===== src/rtl/imem_loader.sv =====
// imem_loader: write-side controller for the LEGv8 instruction memory.
// Muxes the memory address between the CPU fetch port and a byte-stream
// program loader. Bytes are assembled little-endian into 32-bit words,
// written from address 0, and the remainder of the memory is filled with NOPs.
// The core is held in stall for the entire load.
module imem_loader #(
  parameter int N     = 32,
  parameter int DEPTH = 64,
  parameter int AW    = 6
) (
  input  logic          clk,
  input  logic          reset,
  input  logic [AW-1:0] pc_addr,
  input  logic          load_start,
  input  logic [AW:0]   load_len,
  input  logic          byte_valid,
  input  logic [7:0]    byte_data,
  output logic          byte_ready,
  output logic [AW-1:0] mem_addr,
  output logic          mem_we,
  output logic [N-1:0]  mem_wdata,
  output logic          cpu_stall,
  output logic          load_done
);

  typedef enum logic [2:0] {IDLE, RECV, WRITE, FILL, DONE} state_t;

  // Length is compared on AW+1 bits so that a full-depth load terminates.
  localparam logic [AW:0]   DEPTH_L = (AW+1)'(DEPTH);
  localparam logic [AW-1:0] LAST_A  = AW'(DEPTH - 1);

  state_t        state;
  logic [AW-1:0] wptr;
  logic [1:0]    bcnt;
  logic [N-1:0]  word;
  logic [AW:0]   len;

  // Requested lengths above the memory depth are clamped to the depth.
  function automatic logic [AW:0] clamp_len(input logic [AW:0] l);
    return (l > DEPTH_L) ? DEPTH_L : l;
  endfunction

  // Control FSM: sequences byte reception, word writes, NOP fill and done.
  always_ff @(posedge clk) begin
    if (reset) begin
      state <= IDLE;
      wptr  <= '0;
      bcnt  <= '0;
      word  <= '0;
      len   <= '0;
    end else begin
      case (state)
        IDLE: begin
          if (load_start) begin
            len   <= clamp_len(load_len);
            wptr  <= '0;
            bcnt  <= '0;
            state <= (load_len != '0) ? RECV : FILL;
          end
        end
        RECV: begin
          if (byte_valid) begin
            word[{bcnt, 3'b000} +: 8] <= byte_data;
            bcnt <= bcnt + 2'd1;
            if (bcnt == 2'd3) state <= WRITE;
          end
        end
        WRITE: begin
          wptr <= wptr + AW'(1);
          if (({1'b0, wptr} + (AW+1)'(1)) == len)
            state <= (len < DEPTH_L) ? FILL : DONE;
          else
            state <= RECV;
        end
        FILL: begin
          wptr <= wptr + AW'(1);
          if (wptr == LAST_A) state <= DONE;
        end
        DONE: state <= IDLE;
        default: state <= IDLE;
      endcase
    end
  end

  // Outputs decode directly from the registered state; the address follows
  // the CPU only while idle so fetches are undisturbed between loads.
  always_comb begin
    byte_ready = (state == RECV);
    mem_we     = (state == WRITE) || (state == FILL);
    mem_wdata  = (state == WRITE) ? word : '0;
    mem_addr   = (state == IDLE) ? pc_addr : wptr;
    cpu_stall  = (state != IDLE);
    load_done  = (state == DONE);
  end

endmodule


===== config.mk =====
export PLATFORM = sky130hd
export DESIGN_NAME = imem_loader
export DESIGN_NICKNAME = d
export VERILOG_FILES = /design/src/rtl/imem_loader.sv
export SDC_FILE = /design/constraint.sdc
export NUM_CORES = 1
export LEC_CHECK = 0
export BUFFER_PORTS_ARGS = -buffer_cell sky130_fd_sc_hd__buf_4
export CAP_MARGIN = 20
export CORE_ASPECT_RATIO = 0.6
export CORE_UTILIZATION = 25
export CTS_CLUSTER_SIZE = 8
export DETAILED_ROUTE_END_ITERATION = 10
export GPL_TIMING_DRIVEN = 0
export PLACE_DENSITY = 0.55
export REMOVE_ABC_BUFFERS = 1
export SYNTH_ARGS = -nofsm -noshare
export SYNTH_HDL_FRONTEND = slang
export SYNTH_SLANG_ARGS = --single-unit

===== constraint.sdc =====
create_clock -name clk -period 2 [get_ports clk]
set_input_delay 0.2 -clock clk [delete_from_list [all_inputs] [get_ports clk]]
set_output_delay 0.2 -clock clk [all_outputs]
set_load 0.1 [all_outputs]

==> metrics.cfg, run 1 <==
[route]
drtAntennaViolNets=0
via_per_inst=4.91
drt_iter0_drc=174
wl_per_cell_um=16.2
drc_errors=0
routed_wirelength_um=8530
dr_total_vias=2579
drt-pass1-iter-count=7

[synthesis]
synthCells=325
synth-seq-cells=50
avgSynthCellArea_um2=7.96
ys_warn_count=0
synth_seq_area_share_pct=38.7
synth_edf_count=0
synth_top_area_cell=dfxtp_1
ys_types=40
syn-cell-area_mm2=0.00259
async_flop_share_pct=0
synth_top_area_share_pct=38.7
synth_top_flop_cell=dfxtp_1
synthTopCellsByArea=dfxtp_1 (39%), and3_1 (9.2%), a21oi_1 (8.7%)

[layout]
nets=421
fin_util_pct=35.6
drive_above_1_share_pct=31.0
fill_cells=1058
diodes=0
finalNonFillerCells=525
area_growth_pct=37.1

[cts]
cts_tree=built
cts-buffers-inserted=5
htreeDepth=2
clk_path_buf_depth=2
path_clk_slew_ps=70
cts.sinks=50
insertion_delay_ps=290
clock-root-buffer=clkbuf_16

[sta]
timing.final.ws_setup_ps=54.5
slew_violations=0
post-route-period-util_pct=97.3
finalSetupViolCount=0
fin_skew_ps=6.91
worst_pin_slew_ps=537
slew_headroom_pct=64.2
period_needed_ps=1950
final-hold-violation-count=0
max_clock_freq_mhz=514

[global_routing]
grt_overflow=0
antenna_found_initial=0
grt_max_degree=50
grt_pass1_wl_um=12800
grt_use_total_pct=15.2
grt_pass1_vias=2382

[setup_path]
path_cells=ha_4 -> nand3_1 -> nor3_2 -> a31oi_2 -> or4b_4 -> a41o_1
r2r_start=wptr[0]$_SDFFE_PP0P_
arrival_ps=2120
critPathBufInv=0
critPathTopFamily=simple AND/OR/NAND/NOR gates
setup.worst_path.start=wptr[0]$_SDFFE_PP0P_
worstSetupPathType=reg2reg
required_ps=2180
r2r_setup_slack_ps=50
slowest_delay_ps=560
path_max_fanout=7
cp-start-kind=flip-flop
critPathSlowestCell=or4b_4
critPathCaptureType=flip-flop
r2r-end=state[0]$_SDFFE_PP0P_
ff2ff_path_depth=6

[place]
dp.cells=503
io_buffers=66
place_ws_ps=-538
dp_hpwl_um=5570
place.gp.congestion=0.780

[hold_path]
hold_start=load_len[1]
min_to=len[1]$_SDFFE_PP0P_
holdCritPathClass=in2reg
min_path_cells=3

[floorplan]
die_area_mm2=0.0108
fp.dieW_um=133
ios=67
die-height_um=80.8
start_util_pct=26.0
core-area_mm2=0.00995
rows=28

[power]
p_total_mw=2.47
p_leak_nw=1.47
powerDensity_mw_per_mm2=697
vdd_drop_max_v=0.000346

[job]
drv_cap=0

[status]
status=finished clean

worst min-delay path, cell delays in order:
cell and delay (ps):
buf_4 110, nand3b_1 70, a21oi_1 60
cells in the mapped netlist (2+ instances only):
| master | instances |
|---|---|
| dfxtp_1 | 50 |
| nand2_1 | 46 |
| a21oi_1 | 45 |
| and3_1 | 38 |
| nand3_1 | 37 |
| clkbuf_1 | 17 |
| nor2_1 | 10 |
| ha_1 | 7 |
| mux2_2 | 7 |
| nand3b_1 | 6 |
| inv_1 | 5 |
| o21ai_0 | 5 |
| xnor2_1 | 5 |
| nor3_1 | 4 |
| nor3b_1 | 4 |
| and2_1 | 3 |
| buf_2 | 3 |
| buf_6 | 3 |
| a22oi_1 | 2 |
| a31oi_1 | 2 |
| nand2b_1 | 2 |
| nor3_2 | 2 |
| nor4_1 | 2 |
| or3_1 | 2 |
| or4b_1 | 2 |
| xor2_1 | 2 |
area by class of cell:
cell class / count / area, um^2 / share of cell area, %
inverters: 5 / 26.3 / 0.741
multi-input cells: 247 / 1550 / 43.7
well taps: 135 / 169 / 4.77
clock inverters: 2 / 12.5 / 0.353
repair buffers: 78 / 624 / 17.6
clock buffers: 6 / 139 / 3.92
flip-flops and latches: 50 / 1010 / 28.5
repair inverters: 2 / 15.0 / 0.424
per-stage QoR:
step                TNS [ps]  hold WS, ps  instance area [um^2]
floorplan             -46560          269                  2470
global placement      -15700          437                  3140
detailed placement    -19720          442                  3140
CTS                    -7870          195                  3350
global route           -20.7          206                  3540
finish                     0          203                  3540
registers in the layout, indices dropped and copies added, names as in the netlist:
register,count
word,32
len,7
wptr,6
state,3
bcnt,2
per-layer routing:
metal / share of wire, % / vias up / GRT usage (%)
met5: 0 / - / 0
met2: 43 / 70 / 22.4
li1: - / 1276 / -
met3: 6.3 / 9 / 3.25
met4: 1.1 / 0 / 4.55
met1: 49 / 1224 / 22.0
kinds of logic (layout without fill, tap and decap cells):
family	after synthesis	in the layout	synth area share, %
buf+inv	28	93	5.08
fa+ha+maj	7	7	3.39
mux	8	8	3.44
xor+xnor	7	7	2.37
simple gates	165	165	34.3
flops	50	50	38.7
compound gates	60	60	12.7
repair_timing:
item / 4_1_cts / 5_1_grt
setup buffers: 4 / 8
hold buffers: 0 / 0
pin swaps: 0 / 1
gates resized for setup: 9 / 28
gates cloned: 1 / 1
endpoints found under the setup margin: 76 / 74
worst max path at each step:
stage | end | slack, ps | cells after the start
final | state[0]$_SDFFE_PP0P_ | 50 | 6
after global routing | word[5]$_SDFFE_PP0P_ | -10 | 5
after detailed placement | mem_wdata[16] | -540 | 4
after CTS | word[4]$_SDFFE_PP0P_ | -190 | 5
after floorplan | load_done | -840 | 1
after global placement | mem_wdata[16] | -490 | 4
power breakdown:
part           internal (mW)  switching, mW  total (mW)
sequential              1.02         0.0366        1.05
clock                  0.496          0.382       0.879
combinational          0.174          0.363       0.537
layout by cell type (no fill, tap or decap), types with 2 or more instances in the layout:
cell / Yosys / routed
a21oi_1: 45 / 45
buf_6: 3 / 7
nor3b_4: 0 / 4
a22oi_1: 2 / 2
dfxtp_1: 50 / 44
ha_1: 7 / 5
o21ai_0: 5 / 4
dfxtp_2: 0 / 5
nor2_1: 10 / 10
xnor2_1: 5 / 5
buf_4: 0 / 70
and2_1: 3 / 3
nand2_1: 46 / 46
nand3_1: 37 / 37
mux2_2: 7 / 7
nand3b_1: 6 / 6
or3_1: 2 / 2
xor2_1: 2 / 2
inv_1: 5 / 3
clkbuf_16: 0 / 5
clkinvlp_4: 0 / 5
nor3_1: 4 / 3
and3_1: 38 / 38
nor4_1: 2 / 2
nor3_4: 0 / 2
Power figures use the tool's default switching activity.
==> run 2: changes to the inputs <==
--- a/config.mk
+++ b/config.mk
@@ -12,7 +12,7 @@
 export CTS_CLUSTER_SIZE = 8
 export DETAILED_ROUTE_END_ITERATION = 10
 export GPL_TIMING_DRIVEN = 0
-export PLACE_DENSITY = 0.55
+export PLACE_DENSITY = 0.54
 export REMOVE_ABC_BUFFERS = 1
 export SYNTH_ARGS = -nofsm -noshare
 export SYNTH_HDL_FRONTEND = slang
==> constraint.sdc (replaced) <==
create_clock -name clk -period 1.9 [get_ports clk]
set_input_delay 0.19 -clock clk [delete_from_list [all_inputs] [get_ports clk]]
set_output_delay 0.19 -clock clk [all_outputs]
set_load 0.1 [all_outputs]
==> metrics.cfg, run 2 (synthesis gave the netlist of run 1 again) <==
[floorplan]
rows=28  ; unchanged
die-height_um=80.8  ; unchanged
core-area_mm2=0.00995  ; unchanged
die_area_mm2=0.0108  ; unchanged
ios=67  ; unchanged
fp.dieW_um=133  ; unchanged
start_util_pct=26.0  ; unchanged

[layout]
largest_register=word  ; unchanged
diodes=0  ; unchanged
stdcell_area_mm2=0.00358  ; was 0.00354 mm^2
reg_top3=word (32), len (7), wptr (6)  ; unchanged
nets=425  ; was 421
drive_above_1_share_pct=32.5  ; was 31.0%
layout_commonest_cell=buf_4  ; unchanged
area_growth_pct=38.4  ; was 37.1%
final_cell_mix=buf_4 (79), nand2_1 (46), a21oi_1 (45)  ; was buf_4 (70), nand2_1 (46), a21oi_1 (45)
fill_cells=1051  ; was 1058
largest_reg_flops=32  ; unchanged
fin_util_pct=36.0  ; was 35.6%

[cts]
cts.sinks=50  ; unchanged
cts_tree=built  ; unchanged
clock-root-buffer=clkbuf_16  ; unchanged
cts_hold_buf=0  ; unchanged
cts-buffers-inserted=5  ; unchanged
insertion_delay_ps=280  ; was 290 ps
htreeDepth=2  ; unchanged
path_clk_slew_ps=60  ; was 70 ps
clk_path_buf_depth=2  ; unchanged

[hold_path]
min_to=len[6]$_SDFFE_PP0P_  ; was len[1]$_SDFFE_PP0P_
hold_start=load_len[6]  ; was load_len[1]
min_path_cells=3  ; unchanged
holdCritPathClass=in2reg  ; unchanged

[setup_path]
ff2ff_path_depth=6  ; unchanged
path_cells=ha_4 -> and2_1 -> o21ai_2 -> a31oi_2 -> or4b_4 -> a41o_1  ; was ha_4 -> nand3_1 -> nor3_2 -> a31oi_2 -> or4b_4 -> a41o_1
arrival_ps=2030  ; was 2120 ps
critPathCaptureType=flip-flop  ; unchanged
critPathTopFamily=simple AND/OR/NAND/NOR gates  ; unchanged
r2r_setup_slack_ps=50  ; about the same
setup.worst_path.start=wptr[0]$_SDFFE_PP0P_  ; unchanged
critPathSlowestCell=or4b_4  ; unchanged
slowest_delay_ps=540  ; was 560 ps
r2r_start=wptr[0]$_SDFFE_PP0P_  ; unchanged
cp-start-kind=flip-flop  ; unchanged
r2r-end=state[0]$_SDFFE_PP0P_  ; unchanged
worstSetupPathType=reg2reg  ; unchanged
path_max_fanout=7  ; unchanged
required_ps=2080  ; was 2180 ps
critPathBufInv=0  ; unchanged

[status]
status=finished clean  ; unchanged

[route]
drc_errors=0  ; unchanged
drt_iter0_drc=193  ; was 174
drtAntennaViolNets=0  ; unchanged
drt-pass1-iter-count=4  ; was 7
wl_per_cell_um=15.5  ; was 16.2 um
routed_wirelength_um=8200  ; was 8530 um
via_per_inst=4.80  ; was 4.91
dr_total_vias=2538  ; was 2579

[global_routing]
grt_overflow=0  ; unchanged
grt_pass1_vias=2234  ; was 2382
antenna_found_initial=0  ; unchanged
grt_use_total_pct=15.0  ; was 15.2%
grt_max_degree=50  ; unchanged
grt_pass1_wl_um=12400  ; was 12800 um

[place]
place_ws_ps=-542  ; was -538 ps
dp_hpwl_um=5400  ; was 5570 um
io_buffers=66  ; unchanged
dpl_cell_area_mm2=0.00314  ; unchanged
place.gp.congestion=0.768  ; was 0.780

[sta]
finalSetupViolCount=0  ; unchanged
hold-worst-slack_ps=194  ; was 203 ps
max_clock_freq_mhz=541  ; was 514 MHz
fin_skew_ps=6.23  ; was 6.91 ps
final-hold-violation-count=0  ; unchanged
period_needed_ps=1850  ; was 1950 ps
worst_pin_slew_ps=542  ; was 537 ps
post-route-period-util_pct=97.3  ; about the same
slew_headroom_pct=63.8  ; was 64.2%
tns_ps=0  ; unchanged
timing.final.ws_setup_ps=50.5  ; was 54.5 ps
slew_violations=0  ; unchanged

[power]
p_leak_nw=1.50  ; was 1.47 nW
clkPwrFrac_pct=34.7  ; was 35.6%
vdd_drop_max_v=0.000328  ; was 0.000346 V
power.share.combinational_pct=22.5  ; was 21.7%
netSwitchingPower_mw=0.794  ; was 0.782 mW
powerDensity_mw_per_mm2=724  ; was 697 mW/mm^2
power_frac_seq_pct=42.8  ; was 42.7%
p_int_mw=1.80  ; was 1.69 mW
switching_share_pct=30.7  ; was 31.6%

[job]
drv_cap=0  ; unchanged

==> run 2: changes by cell type in the layout (fill, tap and decap cells not counted), sizes merged <==
cell	previous run	this run
clkbuf	6	7
clkinvlp	5	4
buf	78	82
==> run 2: cell type report <==
class | count | area [um^2] | share of cell area (%)
Inverter | 5 | 26.3 | 0.734
Clock inverter | 1 | 5.00 | 0.140
Tap cell | 135 | 169 | 4.72
Timing Repair inverter | 2 | 15.0 | 0.420
Clock buffer | 7 | 143 | 3.99
Sequential cell | 50 | 1020 | 28.5
Multi-Input combinational cell | 247 | 1560 | 43.7
Timing Repair Buffer | 82 | 636 | 17.8
==> run 2: routing by layer <==
layer	GRT usage, %	vias to the layer above	part of all wire, %
li1	-	1286	-
met1	22.1	1197	53
met2	22.2	49	43
met3	2.56	6	3.9
met4	3.86	0	0.78
met5	0	-	0
==> run 2: stage by stage <==
step                      cells  total power, mW
after floorplan             302             1.45
after global placement      503             1.61
after detailed placement    503             1.61
after CTS                   524             2.57
after global routing        529             2.70
final                       529             2.59
==> run 2: worst max-delay path by stage <==
stage / depth (start not counted) / slack (ps) / to
floorplan: 1 / -930 / load_done
global placement: 4 / -560 / mem_wdata[22]
detailed placement: 4 / -540 / mem_wdata[25]
CTS: 5 / -250 / word[19]$_SDFFE_PP0P_
global route: 6 / -2 / state[0]$_SDFFE_PP0P_
finish: 6 / 50 / state[0]$_SDFFE_PP0P_
==> run 2: tightest hold or removal path, delay by kind of cell <==
family | cells | cell delay, ps
AOI/OAI and AO/OA | 1 | 50
buffers and inverters | 1 | 130
and+or+nand+nor | 1 | 60
==> run 2: power by group through the flow <==
stage	Combinational (mW)	Clock (mW)	Sequential, mW
2_1_floorplan	0.332	0	1.11
3_3_place_gp	0.482	0	1.12
3_5_place_dp	0.487	0	1.12
4_1_cts	0.540	0.927	1.11
5_1_grt	0.616	0.974	1.11
6_report	0.582	0.900	1.11
==> run 2: what timing repair did <==
action	in CTS	in global routing
gates cloned	2	0
resized for setup	17	23
pin swaps	3	2
setup endpoints to repair	76	50
buffers inserted	11	5
